File: src/rtl/dpc_defect_inject.sv
// Dead-pixel defect injector: one-stage valid/ready raster pipe that overwrites LFSR-chosen interior pixels.
// Optional macro DPC_INJ_POS_EN adds registered out_x/out_y coordinate ports.
module dpc_defect_inject #(
  parameter int          H        = 1280,
  parameter int          V        = 720,
  parameter int          DENSITY  = 8,
  parameter int          MIN_GAP  = 4,
  parameter logic [15:0] SEED     = 16'hACE1,
  parameter logic [23:0] HOT_VAL  = 24'hFFFFFF,
  parameter logic [23:0] COLD_VAL = 24'h000000
) (
  input  logic        clk,
  input  logic        rstn,
  input  logic        inj_en,
  input  logic        in_valid,
  output logic        in_ready,
  input  logic [23:0] pixel_data_in,
  output logic        out_valid,
  input  logic        out_ready,
  output logic [23:0] pixel_data_out,
  output logic        out_sof,
  output logic        out_eol,
  output logic        out_inj,
  output logic [15:0] frame_inj_cnt
`ifdef DPC_INJ_POS_EN
  ,
  output logic [15:0] out_x,
  output logic [15:0] out_y
`endif
);

  localparam logic [15:0] X_LAST = 16'(H - 1);
  localparam logic [15:0] Y_LAST = 16'(V - 1);
  localparam logic [15:0] X_HI   = 16'(H - 3);
  localparam logic [15:0] Y_HI   = 16'(V - 3);
  localparam logic [15:0] EDGE   = 16'd2;
  localparam logic [15:0] GAP_LD = 16'(MIN_GAP);
  localparam logic [8:0]  THRESH = 9'(DENSITY);

  // Fibonacci LFSR for x^16+x^14+x^13+x^11+1
  function automatic logic [15:0] lfsr_next(input logic [15:0] s);
    return {s[14:0], s[15] ^ s[13] ^ s[12] ^ s[10]};
  endfunction

  logic [15:0] x_r, y_r, gap_r, lfsr_r, run_cnt_r;
  logic        frm_en_r;

  logic        acc_s, sof_pos_s, last_x_s, last_px_s, frm_en_s, interior_s, inj_s;
  logic [23:0] px_s;
  logic [15:0] run_inc_s;

  assign in_ready = ~out_valid | out_ready;

  // Per-pixel decode: position flags, inject decision and the value to load
  always_comb begin
    acc_s      = in_valid & in_ready;
    sof_pos_s  = (x_r == 16'd0) && (y_r == 16'd0);
    last_x_s   = (x_r == X_LAST);
    last_px_s  = last_x_s && (y_r == Y_LAST);
    frm_en_s   = sof_pos_s ? inj_en : frm_en_r;
    interior_s = (x_r >= EDGE) && (x_r <= X_HI) && (y_r >= EDGE) && (y_r <= Y_HI);
    inj_s      = frm_en_s & interior_s & (gap_r == 16'd0) & ({1'b0, lfsr_r[15:8]} < THRESH);
    px_s       = inj_s ? (lfsr_r[0] ? HOT_VAL : COLD_VAL) : pixel_data_in;
    run_inc_s  = (run_cnt_r == 16'hFFFF) ? run_cnt_r : (run_cnt_r + {15'd0, inj_s});
  end

  // Raster position, LFSR, spacing and injection counters; all advance only on accept
  always_ff @(posedge clk or negedge rstn) begin
    if (!rstn) begin
      x_r           <= 16'd0;
      y_r           <= 16'd0;
      gap_r         <= 16'd0;
      lfsr_r        <= SEED;
      run_cnt_r     <= 16'd0;
      frm_en_r      <= 1'b0;
      frame_inj_cnt <= 16'd0;
    end else if (acc_s) begin
      frm_en_r <= frm_en_s;
      lfsr_r   <= lfsr_next(lfsr_r);
      if (last_x_s) begin
        x_r <= 16'd0;
        y_r <= (y_r == Y_LAST) ? 16'd0 : (y_r + 16'd1);
      end else begin
        x_r <= x_r + 16'd1;
      end
      // Gap is per-line: it never carries a spacing constraint into the next row
      if (last_x_s) begin
        gap_r <= 16'd0;
      end else if (inj_s) begin
        gap_r <= GAP_LD;
      end else if (gap_r != 16'd0) begin
        gap_r <= gap_r - 16'd1;
      end
      if (last_px_s) begin
        frame_inj_cnt <= run_inc_s;
        run_cnt_r     <= 16'd0;
      end else begin
        run_cnt_r <= run_inc_s;
      end
    end
  end

  // Output register: reload on accept (no bubble), drop valid only on a handshake without a new accept
  always_ff @(posedge clk or negedge rstn) begin
    if (!rstn) begin
      out_valid      <= 1'b0;
      pixel_data_out <= 24'd0;
      out_sof        <= 1'b0;
      out_eol        <= 1'b0;
      out_inj        <= 1'b0;
`ifdef DPC_INJ_POS_EN
      out_x          <= 16'd0;
      out_y          <= 16'd0;
`endif
    end else if (acc_s) begin
      out_valid      <= 1'b1;
      pixel_data_out <= px_s;
      out_sof        <= sof_pos_s;
      out_eol        <= last_x_s;
      out_inj        <= inj_s;
`ifdef DPC_INJ_POS_EN
      out_x          <= x_r;
      out_y          <= y_r;
`endif
    end else if (out_ready) begin
      out_valid <= 1'b0;
    end
  end

endmodule
File: config.mk
export PLATFORM = sky130hd
export DESIGN_NAME = dpc_defect_inject
export DESIGN_NICKNAME = d
export VERILOG_FILES = /design/src/rtl/dpc_defect_inject.sv
export SDC_FILE = /design/constraint.sdc
export NUM_CORES = 1
export LEC_CHECK = 0
export ABC_AREA = 0
export CORE_AREA = 2 2 103 129
export DETAILED_ROUTE_END_ITERATION = 12
export DIE_AREA = 0 0 105 131
export GPL_ROUTABILITY_DRIVEN = 0
export HOLD_SLACK_MARGIN = 0.02
export PLACE_DENSITY = 0.72
export SETUP_SLACK_MARGIN = 0.02
export SYNTH_ARGS = -nofsm -noshare
export SYNTH_HDL_FRONTEND = slang
export SYNTH_SLANG_ARGS = --single-unit
File: constraint.sdc
create_clock -name clk -period 4.75 [get_ports clk]
set_input_delay 0.7125 -clock clk [delete_from_list [all_inputs] [get_ports clk]]
set_output_delay 0.7125 -clock clk [all_outputs]
set_load 0.005 [all_outputs]
# After elaboration in Yosys (flattened, before gate mapping)

Index checks and enable logic that the tools add are counted.

Flip-flop bits (word level): 125
Input bits: 29
Output and inout bits: 45

Add/sub/neg operators: 4
$lt $le $gt $ge: 5
Equality and inequality tests: 3
Muxes and demuxes: 12
Bitwise operators: 9
Reduce and logical (&&, ||, !) cells: 14

Operators with widths:

| operator              | count |
|---|---|
| $mux 16               | 7 |
| $logic_not 16->1      | 3 |
| $mux 24               | 2 |
| $add 16x1->16 const B | 2 |
| $ge 16x2->1 const B   | 2 |
| $add 16x1->16         | 1 |
| $eq 16x10->1 const B  | 1 |
| $eq 16x11->1 const B  | 1 |
| $eq 16x16->1 const B  | 1 |
| $le 16x10->1 const B  | 1 |
| $le 16x11->1 const B  | 1 |
| $reduce_bool 16->1    | 1 |
| $sub 16x1->16 const B | 1 |
| $lt 8x4->1 const B    | 1 |
| $reduce_and 2->1      | 3 |
| $logic_and 1x1->1     | 5 |
| $and 1x1->1           | 4 |
| $mux 1                | 3 |
| $reduce_bool 3->1     | 1 |
| $xor 1x1->1           | 3 |
| $reduce_bool 2->1     | 1 |
| $not 1->1             | 1 |
| $or 1x1->1            | 1 |

# Logic depth before layout (Yosys ltp)

Depth in word-level cells: 10
Gate-level depth with buffers: 15
Depth with buffers taken out: 14

# Worst setup path after synthesis

No wires, ideal clock.

Kind: register to register
From: register gap_r[0]
To: register frame_inj_cnt[10]
Setup time: 0.133 ns
Arrival: 3.452 ns
Data required time: 4.617 ns
Path slack: 1.165 ns
Stages on the path, launching flop included: 16
Buffers on the path: 1
Cells stage by stage: dfrtp_1 > inv_1 > ha_1 > or3b_1 > or4_4 > a311oi_4 > o2111ai_4 > clkbuf_1 > inv_1 > ha_1 > ha_1 > nand4_1 > or2_2 > nor2_1 > xnor2_1 > o21ai_0

Cells in the longest elaborated chain, start to end: 5

Ends and longest elaborated chain:

| element                  | line | RTL |
|---|---|---|
| from (decl)              | 45   | `logic [15:0] x_r, y_r, gap_r, lfsr_r, run_cnt_r;` |
| from (signal assigned)   | 92   | `gap_r <= gap_r - 16'd1;` |
| $logic_not 16->1         | 62   | `inj_s = frm_en_s & interior_s & (gap_r == 16'd0) & ({1'b0, lfsr_r[15:8]} < THRESH);` |
| $and 1x1->1 (2 in a row) | 62   |  |
| via inj_s                | 48   | `logic acc_s, sof_pos_s, last_x_s, last_px_s, frm_en_s, interior_s, inj_s;` |
| $add 16x1->16            | 64   | `run_inc_s = (run_cnt_r == 16'hFFFF) ? run_cnt_r : (run_cnt_r + {15'd0, inj_s});` |
| $mux 16                  | 64   |  |
| to (signal assigned)     | 95   | `frame_inj_cnt <= run_inc_s;` |
| to (decl)                | 24   | `output logic [15:0] frame_inj_cnt` |

The timed path passes the listed nets, and every way through them passes these cells.
A chain may end at the register's enable or synchronous reset.

# Worst setup path in the final report

From: register y_r[10]
To: register frame_inj_cnt[12]

Cells in the longest elaborated chain, start to end: 8
Elaborated cells between the ends (all ways): 15

Ends and longest elaborated chain:

| element                                         | line   | RTL |
|---|---|---|
| from (decl)                                     | 45     |  |
| from (signal assigned)                          | 82     | `y_r <= (y_r == Y_LAST) ? 16'd0 : (y_r + 16'd1);` |
| $ge 16x2->1 or $logic_not 16->1 (tied branches) | 61, 57 |  |
| $logic_and 1x1->1 (on tied branches)            | 61, 57 |  |
| $logic_and 1x1->1 or $mux 1 (tied branches)     | 61, 60 |  |
| $and 1x1->1 (*) (3 in a row)                    | 62     |  |
| via inj_s                                       | 48     |  |
| $add 16x1->16 (*)                               | 64     |  |
| $mux 16 (*)                                     | 64     |  |

The timed path passes the listed nets; every way through them passes the cells marked *.

==> out/qor.yml <==
clk_latency_ns: 0.41
crit_path_end_kind: "flip-flop"
ys_ff_latch: 125
critPathBufInv: 1
finalCritPeriodShare_pct: 88.4
required_ns: 5.00
fin_nets: 799
cp-start-kind: "flip-flop"
fp-row-count: 46
cts_resized: 0
p_clk_share_pct: 44.9
outcome: "finished clean"
clkTransAtPathRegs_ns: 0.06
post_cts_buffers: 0
synth_area_um2: 6140
htreeDepth: 4
leakage_nw: 3.26
grt_pass1_vias: 5160
place_area_um2: 7040
syn_nets: 726
final_common_cell: "nand2_1"
yosys_warnings: 0
synth_edf_count: 0
core_um2: 12500
pin_count: 74
timing.final.ws_setup_ns: 0.550
design.die.area_um2: 13800
dp_hpwl_um: 10100
period_minus_slack_ns: 4.20
worst_slew_pin_slew_ns: 1.30
cap_violations: 0
netlist_top_cells_area: "dfrtp_1, nand2_1, o21ai_0, xnor2_1, a21oi_1"
syn_avg_cell_area_um2: 8.98
cp.arrival_ns: 4.45
cp_slowest_stage_delay_ns: 0.70
root_buffer: "clkbuf_16"
seqPwrFrac_pct: 42.3
ys.flop_type: "dfrtp_1"
grt.total_usage_pct: 22.2
path_delay_family: "simple AND/OR/NAND/NOR gates"
yosysTopAreaCellShare_pct: 47.6
chipHeight_um: 131
synth_largest_area_cell: "dfrtp_1"
crit_top_cell: "nor4_1"
vias: 5295
skew_ns: 0.00757
die_w_um: 105
power_density_nw_per_um2: 391
drt-total-wl_um: 14700
maxSlewHeadroom_pct: 13.2
place_inst: 906
setup_viol: 0
route.detailed.drc: 0
worstPathCellList: "nor4_1, nand4_1, nor4_1, o2111ai_4, inv_1, ha_1, ha_1, nand3_1, nor4_1, xnor2_1, o21ai_0"
final_util_pct: 61.0
combPwrFrac_pct: 12.8
peakVddDrop_v: 0.000219
cts.sinks: 125
cpMaxStageDelayCell: "nor4_1"
p_switching_mw: 0.750
wl_per_cell_um: 15.7
fin_total_pwr_mw: 2.99
port_buffers: 73
grt_max_degree: 48
overflow: 0
numCtsBuffers: 17
drtIter0Drc: 337
final_cell_mix: "nand2_1, dfrtp_1, clkdlybuf4s50_1, nor2_1, o21ai_0"
vias_per_cell: 5.64
p_int_mw: 2.24
tns_ns: 0
synth_cells: 684
ctsHoldBuffers: 0
holdWs_ns: 0.268
place_ws_ns: 0.690
instances_no_fill: 938
r2r_slack_ns: 0.55
hold_viol_final: 0
async_flop_share_pct: 100
drive_above_1_share_pct: 7.53
grt_first_pass_wirelength_um: 24600
crit_fanout: 27
antenna_found_initial: 0
hold_class: "input port to asynchronous set/reset pin"
cts_tree: "yes"
design_area_um2: 7660
dr.pass1.iters: 5
crit_type: "flip-flop to flip-flop"
report.final.slew_viol_count: 0
p_sw_share_pct: 25.0
max_freq_mhz: 238
insertedDiodeCount: 0
yosysSeqAreaShare_pct: 51.1
start_util_pct: 49.0
rsz0062_at_grt: "false"
syn_to_final_growth_pct: 24.6
ant_nets: 0
synth.lib_cells_used.distinct: 50
cts_buffer_depth: 2
[flip-flops by register name, indices dropped and copies added, names as in the netlist]
signal,count
gap_r,16
out_valid,1
y_r,16
frame_inj_cnt,16
out_sof,1
out_inj,1
pixel_data_out,24
x_r,16
frm_en_r,1
out_eol,1
lfsr_r,16
run_cnt_r,16
[Yosys cell counts (all sizes together), types with 3 or more instances]
cell type,count
a21oi,47
a31oi,15
and2,4
and3,10
buf,3
clkbuf,22
dfrtp,117
dfstp,8
ha,13
inv,19
nand2,143
nand2b,3
nand3,27
nand3b,3
nand4,13
nor2,62
nor3,16
nor4,15
nor4b,3
o211ai,5
o21ai,53
o22ai,4
o31ai,4
or2,5
or3,8
or4,5
xnor2,28
xor2,8
[layer usage]
| layer | vias to the layer above | global-route usage, % | wire length, µm |
|---|---|---|---|
| met5 | - | 0 | 0 |
| met4 | 0 | 9.10 | 348 |
| met3 | 33 | 4.32 | 559 |
| met2 | 126 | 38.5 | 7610 |
| met1 | 2589 | 27.4 | 6230 |
| li1 | 2547 | - | - |
[final cells by class]
cell class	instances	area (µm²)
clock buffer	21	450
multi-input combinational	515	2850
timing repair buffer	79	773
clock inverter	11	166
tap	168	210
inverter	19	71.3
sequential	125	3140
fill	1103	4890
[path summary, 6_finish.rpt]
kind,startpoint,end,cells past startpoint
max in group asynchronous,rstn,lfsr_r[0]$_DFFE_PN1P_,2
worst min-delay path,rstn,gap_r[11]$_DFFE_PN0P_,1
min in group clk,lfsr_r[5]$_DFFE_PN1P_,lfsr_r[6]$_DFFE_PN1P_,2
worst max register to register,y_r[10]$_DFFE_PN0P_,frame_inj_cnt[12]$_DFFE_PN0P_,11
worst min register to register,lfsr_r[5]$_DFFE_PN1P_,lfsr_r[6]$_DFFE_PN1P_,2
worst max-delay path,y_r[10]$_DFFE_PN0P_,frame_inj_cnt[12]$_DFFE_PN0P_,11
[power groups by stage]
stage                     combinational (mW)  clock (mW)  sequential [mW]
after floorplan                        0.220           0             1.27
after global routing                   0.427        1.41             1.28
after CTS                              0.386        1.37             1.26
final                                  0.384        1.34             1.27
after detailed placement               0.383           0             1.28
after global placement                 0.370           0             1.28
[kinds of logic (layout without fill, tap and decap cells)]
| family | after synthesis | after routing | synth area share [%] |
|---|---|---|---|
| simple gates | 322 | 322 | 24.3 |
| compound gates | 143 | 143 | 14.0 |
| flops | 125 | 125 | 51.1 |
| buf+inv | 44 | 130 | 2.73 |
| xor+xnor | 36 | 36 | 5.13 |
| fa+ha+maj | 13 | 13 | 2.65 |
| mux | 1 | 1 | 0.183 |
Note: power is estimated with default switching activity, not from simulation.
